File: src/rtl/id_ex_stage_pkg.sv
// Shared definitions for the ID/EX stage: control bundle layout and ALU encodings.
package id_ex_stage_pkg;

    localparam int unsigned CTRL_W = 16;

    // ALU first operand select
    typedef enum logic [1:0] {
        ALU_SRC1_RS1  = 2'b00,
        ALU_SRC1_PC   = 2'b01,
        ALU_SRC1_ZERO = 2'b10
    } aluSrc1_e;

    // ALU second operand select
    typedef enum logic [1:0] {
        ALU_SRC2_RS2  = 2'b00,
        ALU_SRC2_IMM  = 2'b01,
        ALU_SRC2_FOUR = 2'b10
    } aluSrc2_e;

    // ALU operation codes
    typedef enum logic [2:0] {
        ALU_OP_ADD = 3'd0,
        ALU_OP_SUB = 3'd1,
        ALU_OP_AND = 3'd2,
        ALU_OP_OR  = 3'd3,
        ALU_OP_XOR = 3'd4,
        ALU_OP_SLT = 3'd5,
        ALU_OP_SHL = 3'd6,
        ALU_OP_SHR = 3'd7
    } aluOperation_e;

    // Decoded control bundle, padded to 16 bits with zeros at the top.
    typedef struct packed {
        logic [2:0]    pad;
        logic          pcUpdate;
        logic          memoryReadEnable;
        logic          memoryWriteEnable;
        logic          registerWriteEnable;
        aluSrc1_e      aluSrc1;
        aluSrc2_e      aluSrc2;
        aluOperation_e aluOperation;
        logic          pcAdderSrc;
        logic          writeBackFromAluOrMemory;
    } controlBundle;

    localparam controlBundle CTRL_BUBBLE = '0;

endpackage

File: src/rtl/id_ex_stage_load_use_detector.sv
// Load-use hazard compare: ID sources against the load currently sitting in EX.
module load_use_detector
    import id_ex_stage_pkg::*;
#(
    parameter int unsigned REG_ADDR_W = 5
) (
    input  logic                  exValid,
    input  logic                  exMemRead,
    input  logic [REG_ADDR_W-1:0] exRd,
    input  logic                  idValid,
    input  logic [REG_ADDR_W-1:0] idRs1,
    input  logic [REG_ADDR_W-1:0] idRs2,
    input  logic                  idUsesRs1,
    input  logic                  idUsesRs2,
    output logic                  hazardStall
);

    logic w_rs1_match;
    logic w_rs2_match;

    // x0 is never written, so a load targeting it cannot create a dependency
    always_comb begin
        w_rs1_match = idUsesRs1 && (idRs1 == exRd);
        w_rs2_match = idUsesRs2 && (idRs2 == exRd);
        hazardStall = exValid && exMemRead && (exRd != '0) &&
                      (w_rs1_match || w_rs2_match) && idValid;
    end

endmodule

File: src/rtl/id_ex_stage.sv
// ID/EX pipeline register with load-use bubble insertion, stall hold and flush.
// Optional bubble counter output enabled by defining ID_EX_BUBBLE_COUNT_EN.
module id_ex_stage
    import id_ex_stage_pkg::*;
#(
    parameter int unsigned XLEN       = 32,
    parameter int unsigned REG_ADDR_W = 5
) (
    input  logic                  clk,
    input  logic                  resetN,
    input  logic                  stallIn,
    input  logic                  flushIn,
    input  logic                  idValid,
    input  logic [CTRL_W-1:0]     idCtrl,
    input  logic [XLEN-1:0]       idPc,
    input  logic [XLEN-1:0]       idRs1Data,
    input  logic [XLEN-1:0]       idRs2Data,
    input  logic [XLEN-1:0]       idImm,
    input  logic [REG_ADDR_W-1:0] idRs1,
    input  logic [REG_ADDR_W-1:0] idRs2,
    input  logic [REG_ADDR_W-1:0] idRd,
    input  logic                  idUsesRs1,
    input  logic                  idUsesRs2,
    input  logic [2:0]            idFunct3,
    input  logic                  idFunct7b5,
    output logic                  exValid,
    output logic [CTRL_W-1:0]     exCtrl,
    output logic [XLEN-1:0]       exPc,
    output logic [XLEN-1:0]       exRs1Data,
    output logic [XLEN-1:0]       exRs2Data,
    output logic [XLEN-1:0]       exImm,
    output logic [REG_ADDR_W-1:0] exRs1,
    output logic [REG_ADDR_W-1:0] exRs2,
    output logic [REG_ADDR_W-1:0] exRd,
    output logic [2:0]            exFunct3,
    output logic                  exFunct7b5,
`ifdef ID_EX_BUBBLE_COUNT_EN
    output logic [31:0]           bubbleCount,
`endif
    output logic                  hazardStall
);

    logic                  r_valid,   w_valid_d;
    controlBundle          r_ctrl,    w_ctrl_d;
    logic [XLEN-1:0]       r_pc,      w_pc_d;
    logic [XLEN-1:0]       r_rs1_data, w_rs1_data_d;
    logic [XLEN-1:0]       r_rs2_data, w_rs2_data_d;
    logic [XLEN-1:0]       r_imm,     w_imm_d;
    logic [REG_ADDR_W-1:0] r_rs1,     w_rs1_d;
    logic [REG_ADDR_W-1:0] r_rs2,     w_rs2_d;
    logic [REG_ADDR_W-1:0] r_rd,      w_rd_d;
    logic [2:0]            r_funct3,  w_funct3_d;
    logic                  r_funct7b5, w_funct7b5_d;

    logic w_hazard;
    logic w_bubble;

    load_use_detector #(
        .REG_ADDR_W (REG_ADDR_W)
    ) u_load_use_detector (
        .exValid     (r_valid),
        .exMemRead   (r_ctrl.memoryReadEnable),
        .exRd        (r_rd),
        .idValid     (idValid),
        .idRs1       (idRs1),
        .idRs2       (idRs2),
        .idUsesRs1   (idUsesRs1),
        .idUsesRs2   (idUsesRs2),
        .hazardStall (w_hazard)
    );

    // Flush beats stall; a hazard bubble only happens when not stalled
    assign w_bubble = flushIn || (!stallIn && w_hazard);

    // Next-state: flush/hazard bubble, stall hold, or load from ID
    always_comb begin
        w_valid_d    = r_valid;
        w_ctrl_d     = r_ctrl;
        w_pc_d       = r_pc;
        w_rs1_data_d = r_rs1_data;
        w_rs2_data_d = r_rs2_data;
        w_imm_d      = r_imm;
        w_rs1_d      = r_rs1;
        w_rs2_d      = r_rs2;
        w_rd_d       = r_rd;
        w_funct3_d   = r_funct3;
        w_funct7b5_d = r_funct7b5;
        if (w_bubble) begin
            w_valid_d    = 1'b0;
            w_ctrl_d     = CTRL_BUBBLE;
            w_pc_d       = '0;
            w_rs1_data_d = '0;
            w_rs2_data_d = '0;
            w_imm_d      = '0;
            w_rs1_d      = '0;
            w_rs2_d      = '0;
            w_rd_d       = '0;
            w_funct3_d   = '0;
            w_funct7b5_d = 1'b0;
        end else if (!stallIn) begin
            w_valid_d    = idValid;
            // An invalid slot must never carry write enables or pcUpdate
            w_ctrl_d     = idValid ? controlBundle'(idCtrl) : CTRL_BUBBLE;
            w_pc_d       = idPc;
            w_rs1_data_d = idRs1Data;
            w_rs2_data_d = idRs2Data;
            w_imm_d      = idImm;
            w_rs1_d      = idRs1;
            w_rs2_d      = idRs2;
            w_rd_d       = idRd;
            w_funct3_d   = idFunct3;
            w_funct7b5_d = idFunct7b5;
        end
    end

    // EX-stage register bank
    always_ff @(posedge clk or negedge resetN) begin
        if (!resetN) begin
            r_valid    <= 1'b0;
            r_ctrl     <= CTRL_BUBBLE;
            r_pc       <= '0;
            r_rs1_data <= '0;
            r_rs2_data <= '0;
            r_imm      <= '0;
            r_rs1      <= '0;
            r_rs2      <= '0;
            r_rd       <= '0;
            r_funct3   <= '0;
            r_funct7b5 <= 1'b0;
        end else begin
            r_valid    <= w_valid_d;
            r_ctrl     <= w_ctrl_d;
            r_pc       <= w_pc_d;
            r_rs1_data <= w_rs1_data_d;
            r_rs2_data <= w_rs2_data_d;
            r_imm      <= w_imm_d;
            r_rs1      <= w_rs1_d;
            r_rs2      <= w_rs2_d;
            r_rd       <= w_rd_d;
            r_funct3   <= w_funct3_d;
            r_funct7b5 <= w_funct7b5_d;
        end
    end

`ifdef ID_EX_BUBBLE_COUNT_EN
    logic [31:0] r_bubble_count;
    logic [31:0] w_bubble_count_d;

    // Saturating count of inserted hazard/flush bubbles
    always_comb begin
        w_bubble_count_d = r_bubble_count;
        if (w_bubble && (r_bubble_count != 32'hFFFF_FFFF)) begin
            w_bubble_count_d = r_bubble_count + 32'd1;
        end
    end

    // Bubble counter register
    always_ff @(posedge clk or negedge resetN) begin
        if (!resetN) begin
            r_bubble_count <= '0;
        end else begin
            r_bubble_count <= w_bubble_count_d;
        end
    end

    assign bubbleCount = r_bubble_count;
`endif

    assign exValid     = r_valid;
    assign exCtrl      = r_ctrl;
    assign exPc        = r_pc;
    assign exRs1Data   = r_rs1_data;
    assign exRs2Data   = r_rs2_data;
    assign exImm       = r_imm;
    assign exRs1       = r_rs1;
    assign exRs2       = r_rs2;
    assign exRd        = r_rd;
    assign exFunct3    = r_funct3;
    assign exFunct7b5  = r_funct7b5;
    assign hazardStall = w_hazard;

endmodule

File: config.mk
export PLATFORM = sky130hd
export DESIGN_NAME = id_ex_stage
export DESIGN_NICKNAME = d
export VERILOG_FILES = /design/src/rtl/id_ex_stage_pkg.sv /design/src/rtl/id_ex_stage_load_use_detector.sv /design/src/rtl/id_ex_stage.sv
export SDC_FILE = /design/constraint.sdc
export NUM_CORES = 1
export LEC_CHECK = 0
export CAP_MARGIN = 20
export CELL_PAD_IN_SITES_DETAIL_PLACEMENT = 0
export CELL_PAD_IN_SITES_GLOBAL_PLACEMENT = 2
export CORE_UTILIZATION = 36
export DETAILED_ROUTE_END_ITERATION = 10
export DONT_BUFFER_PORTS = 1
export GPL_ROUTABILITY_DRIVEN = 0
export GPL_TIMING_DRIVEN = 0
export PLACE_DENSITY = 0.74
export SLEW_MARGIN = 20
export SYNTH_ARGS = -nofsm -noshare
export SYNTH_HDL_FRONTEND = slang
export SYNTH_HIERARCHICAL = 1
export SYNTH_SLANG_ARGS = --single-unit
export TNS_END_PERCENT = 30
File: constraint.sdc
create_clock -name clk -period 2.2 [get_ports clk]
set_input_delay 0.44 -clock clk [delete_from_list [all_inputs] [get_ports clk]]
set_output_delay 0.44 -clock clk [all_outputs]
set_load 0.02 [all_outputs]
==> results.py <==
metrics = {
    "global_routing": {
        "antenna_violations_before_repair": 5,
        "global_route.usage.met3_pct": 8.193,
        "groute.layer.met2.usage_pct": 32.92,
        "top_usage_layer": "met2",
        "track_usage_pct": 19.62,
        "number_of_global_route_vias_before_repair": 5571,
        "pin_count_of_the_biggest_net_entering_global_routing": 165,
        "globalRouteOverflowTotal": 0,
        "met1_usage_pct": 22.30,
        "grt_pass1_wl_microns": 33280,
    },
    "sta": {
        "holdWs_ns": -0.2915,
        "timing.slew.headroom_pct": 50.22,
        "post-route-period-util_pct": 108.3,
        "max_slew.worst_pin.slew_ns": 0.7468,
        "slew_violations": 0,
        "rsz_0062_raised_after_global_routing": "true",
        "hold_violations": 164,
        "fmax_mhz": 419.8,
        "setup_viol_count_final": 159,
        "final.min_clock_period_ns": 2.382,
        "totalNegativeSetupSlack_ns": -21.49,
        "postLayoutSetupSlackWorst_ns": -0.1818,
        "fin_worst_skew_ns": 0.009148,
    },
    "clock_network": {
        "clock_tree_from_tritoncts": "done",
        "postCtsSetupBuffers": 0,
        "clock_path_buffers": 2,
        "htree_levels": 4,
        "clk_latency_ns": 0.42,
        "clkSlewWorstSetupHoldPaths_ns": 0.07,
        "cts-buffers-inserted": 17,
        "cts.sink_count": 164,
        "clock_tree.root_cell": "clkbuf_16",
    },
    "outcome": {
        "status": "finished with violations",
        "violations": "negative hold slack, negative setup slack",
    },
    "detailed_routing": {
        "routed_wl_microns": 22950,
        "drt_pass1_iterations": 6,
        "avgRoutedWirePerCell_microns": 21.61,
        "drc": 0,
        "num_vias": 5630,
        "initial_drt_markers": 160,
        "antenna_violation_net_count_after_detailed_routing": 0,
        "avgViaCountPerCell": 5.301,
    },
    "yosys": {
        "yosys.cell_types.count": 17,
        "synth_seq_area_share_pct": 51.05,
        "post_synth_top_area_share_pct": 51.05,
        "postSynthNetCount": 916,
        "synthTopCellsByArea": "dfrtp_1 51%, or3b_1 16%, a21oi_2 11%",
        "post_synthesis_sequential_element_count": 164,
        "syn_warnings": 6,
        "synth_async_sr_flop_share_pct": 100.0,
        "number_of_synthesized_flops_with_an_enable_pin": 0,
        "netlist_area_sq_mm": 0.008039,
        "synth_top_cells_by_count": "164 x dfrtp_1, 164 x nand2_1, 148 x or3b_1",
        "post_synth_inst_count": 746,
        "synth_ff_type": "dfrtp_1",
        "yosys.area.top_type": "dfrtp_1",
        "synth.avg_cell_area_sq_um": 10.78,
    },
    "critical_path": {
        "critPathCapture": "exImm[26]$_DFFE_PN0P_",
        "setup.worst_path.start_class": "flop",
        "worst-endpoint-required_ns": 2.54,
        "worst-path-stages": 7,
        "cp_num_buf_inv": 2,
        "data_arrival_time_of_the_critical_path_ns": 2.73,
        "r2r.worst_path.cells": 7,
        "cpPeakStageDelay_ns": 0.58,
        "critical_path_peak_fanout": 10,
        "crit_path_start": "exRd[0]$_DFFE_PN0P_",
        "critPathSlowestCell": "or4_4",
        "criticalPathCategory": "flop to flop",
        "regToRegEndpoint": "exImm[26]$_DFFE_PN0P_",
        "critical_path.endpoint_type": "flop",
        "timing.rr.start": "exRd[0]$_DFFE_PN0P_",
        "crit_chain": "or4_4 > o2111ai_4 > a21oi_4 > buf_12 > buf_4 > or3b_1 > a21oi_2",
        "crit_family": "simple AND/OR/NAND/NOR gates",
        "ff2ff_setup_slack_ns": -0.18,
    },
    "worst_hold_path": {
        "worst_hold_path_type": "input pin to async pin",
    },
    "layout": {
        "layout-drive-gt1-share_pct": 29.05,
        "synthesis_to_layout_area_growth_pct": 13.90,
        "post-route-util_pct": 41.83,
        "final_net_count": 935,
        "fill_cells": 2105,
    },
    "placement": {
        "hpwlAfterDp_microns": 16710,
        "placement.io_buffers": 0,
        "place_worst_setup_slack_ns": -0.3796,
    },
    "pwr": {
        "cellPowerDensity_mw_per_mm2": 773.8,
        "power.total_mw": 7.085,
        "power_leakage_nw": 3.752,
        "vdd_ir_drop_max_v": 0.0003842,
    },
    "floorplanning": {
        "io_pins": 335,
        "dieHeight_microns": 151.4,
        "core-area_sq_mm": 0.02189,
        "rows": 54,
        "dieArea_sq_mm": 0.02293,
        "die_w_microns": 151.4,
        "start_util_pct": 36.72,
    },
    "job": {
        "maxCapViolations": 0,
    },
}
## through the flow
stage,instances,cell area [sq um]
floorplan,746,8044
global placement,1026,8394
detailed placement,1026,8394
CTS,1058,9036
global route,1061,9154
finish,1062,9156
## power by group
group / switching [mW] / internal (mW)
Sequential: 0.329 / 3.17
Clock: 1.29 / 1.70
Combinational: 0.319 / 0.280
Total: 1.94 / 5.14
## state kept, by name, summed over array words and instances, names as in the netlist
register / count
exRs1: 5
exPc: 32
exRs2Data: 32
exRs2: 5
exRs1Data: 32
exImm: 32
exRd: 5
exFunct7b5: 1
exFunct3: 3
exCtrl: 16
exValid: 1
## routing by layer
metal  part of all wire [%]  routed length [microns]
met1                     38                     8730
met2                     49                    11290
met3                     11                     2561
met4                    1.6                      359
met5                  0.057                       13
## kinds of logic after synthesis
| group | Yosys count | share of synthesized area [%] |
|---|---|---|
| AO/OA/AOI/OAI | 166 | 15.05 |
| XOR/XNOR | 10 | 1.090 |
| buffers and inverters | 73 | 6.413 |
| flip-flops | 164 | 51.05 |
| AND/OR/NAND/NOR | 333 | 26.40 |
## layout by cell type (no fill, tap or decap)
| master | netlist | routed |
|---|---|---|
| nand2_1 | 164 | 164 |
| clkbuf_16 | 0 | 17 |
| buf_6 | 26 | 26 |
| dfrtp_2 | 0 | 4 |
| clkbuf_4 | 0 | 2 |
| buf_4 | 4 | 8 |
| nand4bb_1 | 16 | 16 |
| buf_2 | 25 | 19 |
| diode_2 | 0 | 4 |
| or4_4 | 0 | 1 |
| buf_1 | 11 | 11 |
| xor2_1 | 8 | 8 |
| a21oi_2 | 100 | 116 |
| nor4_1 | 2 | 2 |
| or3b_1 | 148 | 130 |
| buf_12 | 0 | 1 |
| bufinv_16 | 0 | 2 |
| dfrtp_1 | 164 | 160 |
| a21oi_1 | 65 | 48 |
| inv_8 | 0 | 2 |
| clkinvlp_4 | 0 | 5 |
| inv_6 | 0 | 2 |
| or3b_4 | 0 | 18 |
| o2111ai_4 | 0 | 1 |
| a21oi_4 | 0 | 1 |
| xnor2_1 | 2 | 2 |
| clkinv_4 | 0 | 1 |
| clkbuf_1 | 7 | 9 |
| nand3_1 | 2 | 2 |
## cell type report
type	instances	area [sq um]	area share, %
tap	280	350.3	3.826
antenna	4	10.01	0.1093
multi-input combinational	509	3557	38.85
clock inverter	12	146.4	1.599
sequential	164	4109	44.88
clock buffer	20	436.7	4.769
buffer	73	546.8	5.972
## timing repair
| action | in CTS | in global routing |
|---|---|---|
| endpoints found under the hold margin | 164 | 164 |
| setup endpoints to repair | 161 | 161 |
| gates resized for setup | 17 | 36 |
| pin swaps | 18 | 20 |
## worst min-delay path by stage
stage,cells after the start,slack (ns),to,startpoint
final,0,-0.29,exRs1Data[23]$_DFFE_PN0P_,resetN
after global routing,0,-0.33,exRs1Data[23]$_DFFE_PN0P_,resetN
after CTS,0,-0.31,exRs1Data[23]$_DFFE_PN0P_,resetN
after detailed placement,0,0.15,exRs1Data[23]$_DFFE_PN0P_,resetN
after global placement,0,0.15,exRs1Data[23]$_DFFE_PN0P_,resetN
after floorplan,0,0.14,exCtrl[0]$_DFFE_PN0P_,resetN
Power figures use the tool's default switching activity.
